==> src/rtl/wb_bus_arbiter.sv <==
// Round-robin arbiter sharing one Wishbone classic slave between N_MASTERS masters.
// Optional bus watchdog enabled by defining WB_ARB_TIMEOUT_EN.
module wb_bus_arbiter #(
    parameter int WB_DATA_WIDTH  = 32,
    parameter int WB_ADDR_WIDTH  = 11,
    parameter int GRANULARITY    = 8,
    parameter int N_MASTERS      = 2,
    parameter int TIMEOUT_CYCLES = 255
) (
    input  logic                                 clk_i,
    input  logic                                 rst_i,
    input  logic [N_MASTERS-1:0]                 m_cyc_i,
    input  logic [N_MASTERS-1:0]                 m_stb_i,
    input  logic [N_MASTERS-1:0]                 m_we_i,
    input  logic [N_MASTERS*WB_ADDR_WIDTH-1:0]   m_adr_i,
    input  logic [N_MASTERS*WB_DATA_WIDTH-1:0]   m_dat_i,
    input  logic [N_MASTERS*(WB_DATA_WIDTH/GRANULARITY)-1:0] m_sel_i,
    output logic [WB_DATA_WIDTH-1:0]             m_dat_o,
    output logic [N_MASTERS-1:0]                 m_ack_o,
    output logic [N_MASTERS-1:0]                 m_err_o,
    output logic                                 s_cyc_o,
    output logic                                 s_stb_o,
    output logic                                 s_we_o,
    output logic [WB_ADDR_WIDTH-1:0]             s_adr_o,
    output logic [WB_DATA_WIDTH-1:0]             s_dat_o,
    output logic [(WB_DATA_WIDTH/GRANULARITY)-1:0] s_sel_o,
    input  logic [WB_DATA_WIDTH-1:0]             s_dat_i,
    input  logic                                 s_ack_i,
    output logic [N_MASTERS-1:0]                 grant_o
);

    localparam int SEL_W = WB_DATA_WIDTH / GRANULARITY;
    localparam int IDX_W = $clog2(N_MASTERS);

    if (N_MASTERS < 2 || N_MASTERS > 4 || TIMEOUT_CYCLES < 1 || TIMEOUT_CYCLES > 65535) begin : g_param_check
        $error("wb_bus_arbiter: illegal N_MASTERS or TIMEOUT_CYCLES");
    end

    typedef enum logic {IDLE, BUSY} state_t;

    state_t               state_q, state_d;
    logic [N_MASTERS-1:0] grant_q, grant_d;
    logic [IDX_W-1:0]     ptr_q, ptr_d;
    logic [IDX_W-1:0]     winner;
    logic                 found;
    logic                 timeout;

    logic                     g_cyc, g_stb, g_we;
    logic [WB_ADDR_WIDTH-1:0] g_adr;
    logic [WB_DATA_WIDTH-1:0] g_dat;
    logic [SEL_W-1:0]         g_sel;

    // grant_q is all-zero outside BUSY, so the mux naturally drives zeros when idle
    always_comb begin
        g_cyc = 1'b0;
        g_stb = 1'b0;
        g_we  = 1'b0;
        g_adr = '0;
        g_dat = '0;
        g_sel = '0;
        for (int j = 0; j < N_MASTERS; j++) begin
            if (grant_q[j]) begin
                g_cyc = m_cyc_i[j];
                g_stb = m_stb_i[j];
                g_we  = m_we_i[j];
                g_adr = m_adr_i[j*WB_ADDR_WIDTH +: WB_ADDR_WIDTH];
                g_dat = m_dat_i[j*WB_DATA_WIDTH +: WB_DATA_WIDTH];
                g_sel = m_sel_i[j*SEL_W +: SEL_W];
            end
        end
    end

    // Round-robin pick: first requester at or above ptr, else first one below it
    always_comb begin
        found  = 1'b0;
        winner = '0;
        for (int j = 0; j < N_MASTERS; j++) begin
            if (!found && m_cyc_i[j] && j >= int'(ptr_q)) begin
                found  = 1'b1;
                winner = IDX_W'(j);
            end
        end
        for (int j = 0; j < N_MASTERS; j++) begin
            if (!found && m_cyc_i[j] && j < int'(ptr_q)) begin
                found  = 1'b1;
                winner = IDX_W'(j);
            end
        end
    end

`ifdef WB_ARB_TIMEOUT_EN
    logic [15:0] timer_q, timer_d;
    logic        stalled;

    always_comb begin
        stalled = (state_q == BUSY) && g_stb && !s_ack_i;
        timeout = stalled && (timer_q == 16'(TIMEOUT_CYCLES - 1));
        timer_d = (stalled && !timeout) ? timer_q + 16'd1 : 16'd0;
    end

    always_ff @(posedge clk_i) begin
        if (rst_i) timer_q <= '0;
        else       timer_q <= timer_d;
    end
`else
    assign timeout = 1'b0;
`endif

    always_comb begin
        state_d = state_q;
        grant_d = grant_q;
        ptr_d   = ptr_q;
        case (state_q)
            IDLE: begin
                if (found) begin
                    state_d         = BUSY;
                    grant_d         = '0;
                    grant_d[winner] = 1'b1;
                    ptr_d           = (winner == IDX_W'(N_MASTERS - 1)) ? '0 : winner + 1'b1;
                end
            end
            BUSY: begin
                if (timeout || !g_cyc) begin
                    state_d = IDLE;
                    grant_d = '0;
                end
            end
            default: begin
                state_d = IDLE;
                grant_d = '0;
            end
        endcase
    end

    always_ff @(posedge clk_i) begin
        if (rst_i) begin
            state_q <= IDLE;
            grant_q <= '0;
            ptr_q   <= '0;
        end else begin
            state_q <= state_d;
            grant_q <= grant_d;
            ptr_q   <= ptr_d;
        end
    end

    always_comb begin
        s_cyc_o = g_cyc && !timeout;
        s_stb_o = g_stb && !timeout;
        s_we_o  = g_we;
        s_adr_o = g_adr;
        s_dat_o = g_dat;
        s_sel_o = g_sel;
        m_dat_o = s_dat_i;
        grant_o = grant_q;
        for (int j = 0; j < N_MASTERS; j++) begin
            m_ack_o[j] = grant_q[j] && s_ack_i && m_cyc_i[j] && m_stb_i[j];
            m_err_o[j] = grant_q[j] && timeout;
        end
    end

endmodule

==> config.mk <==
export PLATFORM = sky130hd
export DESIGN_NAME = wb_bus_arbiter
export DESIGN_NICKNAME = d
export VERILOG_FILES = /design/src/rtl/wb_bus_arbiter.sv
export SDC_FILE = /design/constraint.sdc
export NUM_CORES = 1
export LEC_CHECK = 0
export CORE_AREA = 3 3 85 87
export DETAILED_ROUTE_END_ITERATION = 10
export DIE_AREA = 0 0 88 90
export PLACE_DENSITY = 0.73
export SKIP_LAST_GASP = 1
export SLEW_MARGIN = 20
export SYNTH_ARGS = -nofsm -noshare
export SYNTH_HDL_FRONTEND = slang
export SYNTH_SLANG_ARGS = --single-unit
==> constraint.sdc <==
create_clock -name clk_i -period 1.65 [get_ports clk_i]
set_input_delay 0.495 -clock clk_i [delete_from_list [all_inputs] [get_ports clk_i]]
set_output_delay 0.495 -clock clk_i [all_outputs]
set_load 0.01 [all_outputs]
==> results.toml <==
[final_layout]
multiInputGateArea_um2 = 596.8
nNetsFinal = 399
fin_util_pct = 37.54
drive_gt1_share_pct = 32.44
fillCellCount = 697
final_common_cell = "dlygate4sd2_1"
layout_common_cells = "71 x dlygate4sd2_1, 47 x a22o_1, 44 x buf_2, 32 x clkdlybuf4s50_1, 12 x buf_6"
seqCellArea_um2 = 85.08
final_cell_area_mm2 = 0.002411
areaGrowthSynthToFinish_pct = 143.9
antenna_cells = 0

[timing]
fin_crit_ns = 1.764
final-hold-violation-count = 0
final_max_slew_viol_count = 0
setup_violations = 48
fin_setup_tns_ns = -4.080
min_period_over_period_pct = 106.9
skew_ns = 0.002519
finalWorstSetupSlack_ns = -0.1140
whs_ns = 0.4878
max_freq_mhz = 566.9
grt_setup_unrepaired = "true"

[grt]
antenna_found_initial = 0
grt_max_degree = 25
grt_usage_pct = 12.09
overflow = 0
grt_first_pass_wirelength_mm = 7.548
grt_pass1_vias = 1496

[routing]
viasPerCell = 4.378
drc_errors = 0
routedWlPerCell_um = 16.52
drt-initial-drc-count = 17
num_vias = 1484
wl_mm = 5.600
antenna_left = 0
first_pass_iters = 4

[floorplanning]
pin_count = 223
core-area_mm2 = 0.006422
initial_core_util_pct = 15.39
die_h_um = 90
die-area_mm2 = 0.007920
die_w_um = 88
rows = 29

[setup_path]
cp-end-kind = "output pin"
critical_path_required_ns = 1.15
cp-start-kind = "primary input"
r2r_start = "grant_o[1]"
r2r_slack_ns = 0.53
r2r-end = "grant_o[1]"
worst-r2r-cell-count = 5
arrival_ns = 1.27
critPathKind = "in -> out"
critPathMaxFanout = 1

[min_path]
holdPathStages = 1
hold_path_end = "ptr_q"
holdCritPathClass = "reg -> reg"
min-delay-start = "ptr_q"

[synth]
muxShareOfSynthArea_pct = 1.139
ys_seq_elements = 4
syn_inst = 125
ys_seq_area_share_pct = 8.101
ys_types = 22
synth_xor_area_share_pct = 0
avgSynthCellArea_um2 = 7.908
ys_warn_count = 0
synthesis.area_um2 = 988.4
synth_simple_gate_area_share_pct = 9.367
synth_compound_area_share_pct = 47.47
synth_top_family_by_area = "compound AO/OA/AOI/OAI gates"
synth_fa_ha_area_share_pct = 0

[power]
clkPwrFrac_pct = 19.3
power_density_mw_per_mm2 = 440.3
combPwrFrac_pct = 69.7
total_power_uw = 1062
p_int_uw = 715.7
ir_worst_vdd_mv = 0.2411
p_leak_uw = 0.001248
pwr-share-seq_pct = 11.0
p_sw_uw = 345.9
switching_share_pct = 32.59

[clocking]
clk_path_buf_depth = 2
cts-root-buf = "clkbuf_8"
cts_tree = "yes"
clkTransAtPathRegs_ns = 0.03
h-tree-depth = 1
cts_buffers = 3
cts.sinks = 4
clkLatencyLatePin_ns = 0.22

[job]
cap_violations = 0

[outcome]
status = "complete, but fails checks"
violations = "negative setup slack"

[placed_design]
place_congestion = 0.8168
dp_hpwl_mm = 4.175
placed_cell_area_mm2 = 0.002431
io_buffers = 156
[power by group through the flow]
stage | combinational [µW] | clock [µW] | sequential [µW]
4_1_cts | 670 | 212 | 118
6_report | 740 | 205 | 117
2_1_floorplan | 339 | 0 | 118
5_1_grt | 796 | 221 | 118
3_5_place_dp | 775 | 0 | 118
3_3_place_gp | 770 | 0 | 118
[Yosys cell counts]
library cell | instances | area, µm²
a211oi_1 | 1 | 7.510
nand2_1 | 7 | 26.28
a22o_1 | 48 | 420.4
nor3b_1 | 1 | 7.510
nor3_1 | 1 | 5.000
dfxtp_1 | 4 | 80.08
nor2_1 | 3 | 11.26
buf_4 | 35 | 262.8
nand2b_1 | 1 | 6.260
conb_1 | 1 | 3.750
a2bb2oi_1 | 1 | 8.760
a21oi_1 | 2 | 10.01
inv_1 | 1 | 3.750
mux2_2 | 1 | 11.26
a311oi_1 | 2 | 17.52
nor2b_1 | 2 | 12.51
nor2b_4 | 1 | 13.76
clkbuf_1 | 3 | 11.26
o21ai_0 | 1 | 5.000
buf_2 | 4 | 20.02
buf_6 | 3 | 33.78
nand3_1 | 2 | 10.01
[sequential cells by signal, indices dropped and copies added, names as in the netlist]
register / flops
ptr_q: 1
grant_o: 2
state_q: 1
[through the flow]
step                setup WS, ns  cells
floorplan                 0.1270    126
global placement         -0.5548    325
detailed placement       -0.5857    325
CTS                      -0.1390    333
global route             -0.1665    339
finish                   -0.1140    339
[routing by layer]
metal,vias up,wire length [µm],global-route usage (%)
met5,-,0,0
met1,640,1884,11.20
met3,14,602,3.656
li1,721,-,-
met2,109,2998,24.06
met4,0,114,3.836
[cells by family (layout without fill, tap and decap cells)]
family	after synthesis	in the layout
AO/OA/AOI/OAI	55	55
buffers and inverters	46	182
AND/OR/NAND/NOR	18	18
flip-flops	4	4
other	1	2
multiplexers	1	1
[area by class of cell]
| cell class | count | share of cell area [%] |
|---|---|---|
| flip-flops and latches | 4 | 3.529 |
| multi-input cells | 76 | 24.75 |
| well taps | 77 | 3.996 |
| clock buffers | 3 | 1.713 |
| inverters | 1 | 0.1557 |
| repair buffers | 178 | 65.85 |
[worst max-delay path by stage]
| stage | start | endpoint | slack (ns) | depth (start not counted) |
|---|---|---|---|---|
| after floorplan | grant_o[1] | s_adr_o[4] | 0.13 | 3 |
| after global placement | m_dat_i[30] | s_dat_o[30] | -0.55 | 3 |
| after detailed placement | m_cyc_i[1] | m_ack_o[1] | -0.59 | 4 |
| after CTS | grant_o[1] | s_sel_o[3] | -0.14 | 5 |
| after global routing | grant_o[1] | s_adr_o[7] | -0.17 | 5 |
| final | m_dat_i[53] | s_dat_o[21] | -0.11 | 3 |
[worst max-delay path, stage by stage]
cell	delay, ns
clkdlybuf4s50_1	0.41
a22o_1	0.23
buf_6	0.13
[timing repair]
item / in CTS / in global routing
endpoints found under the setup margin: 54 / 49
pin swaps: 42 / 2
hold endpoints to repair: 0 / 0
hold buffers: 0 / 0
cloned: 2 / 4
gates resized for setup: 295 / 19
buffers inserted: 4 / 3
No activity file was read; power rests on OpenSTA's default activity.
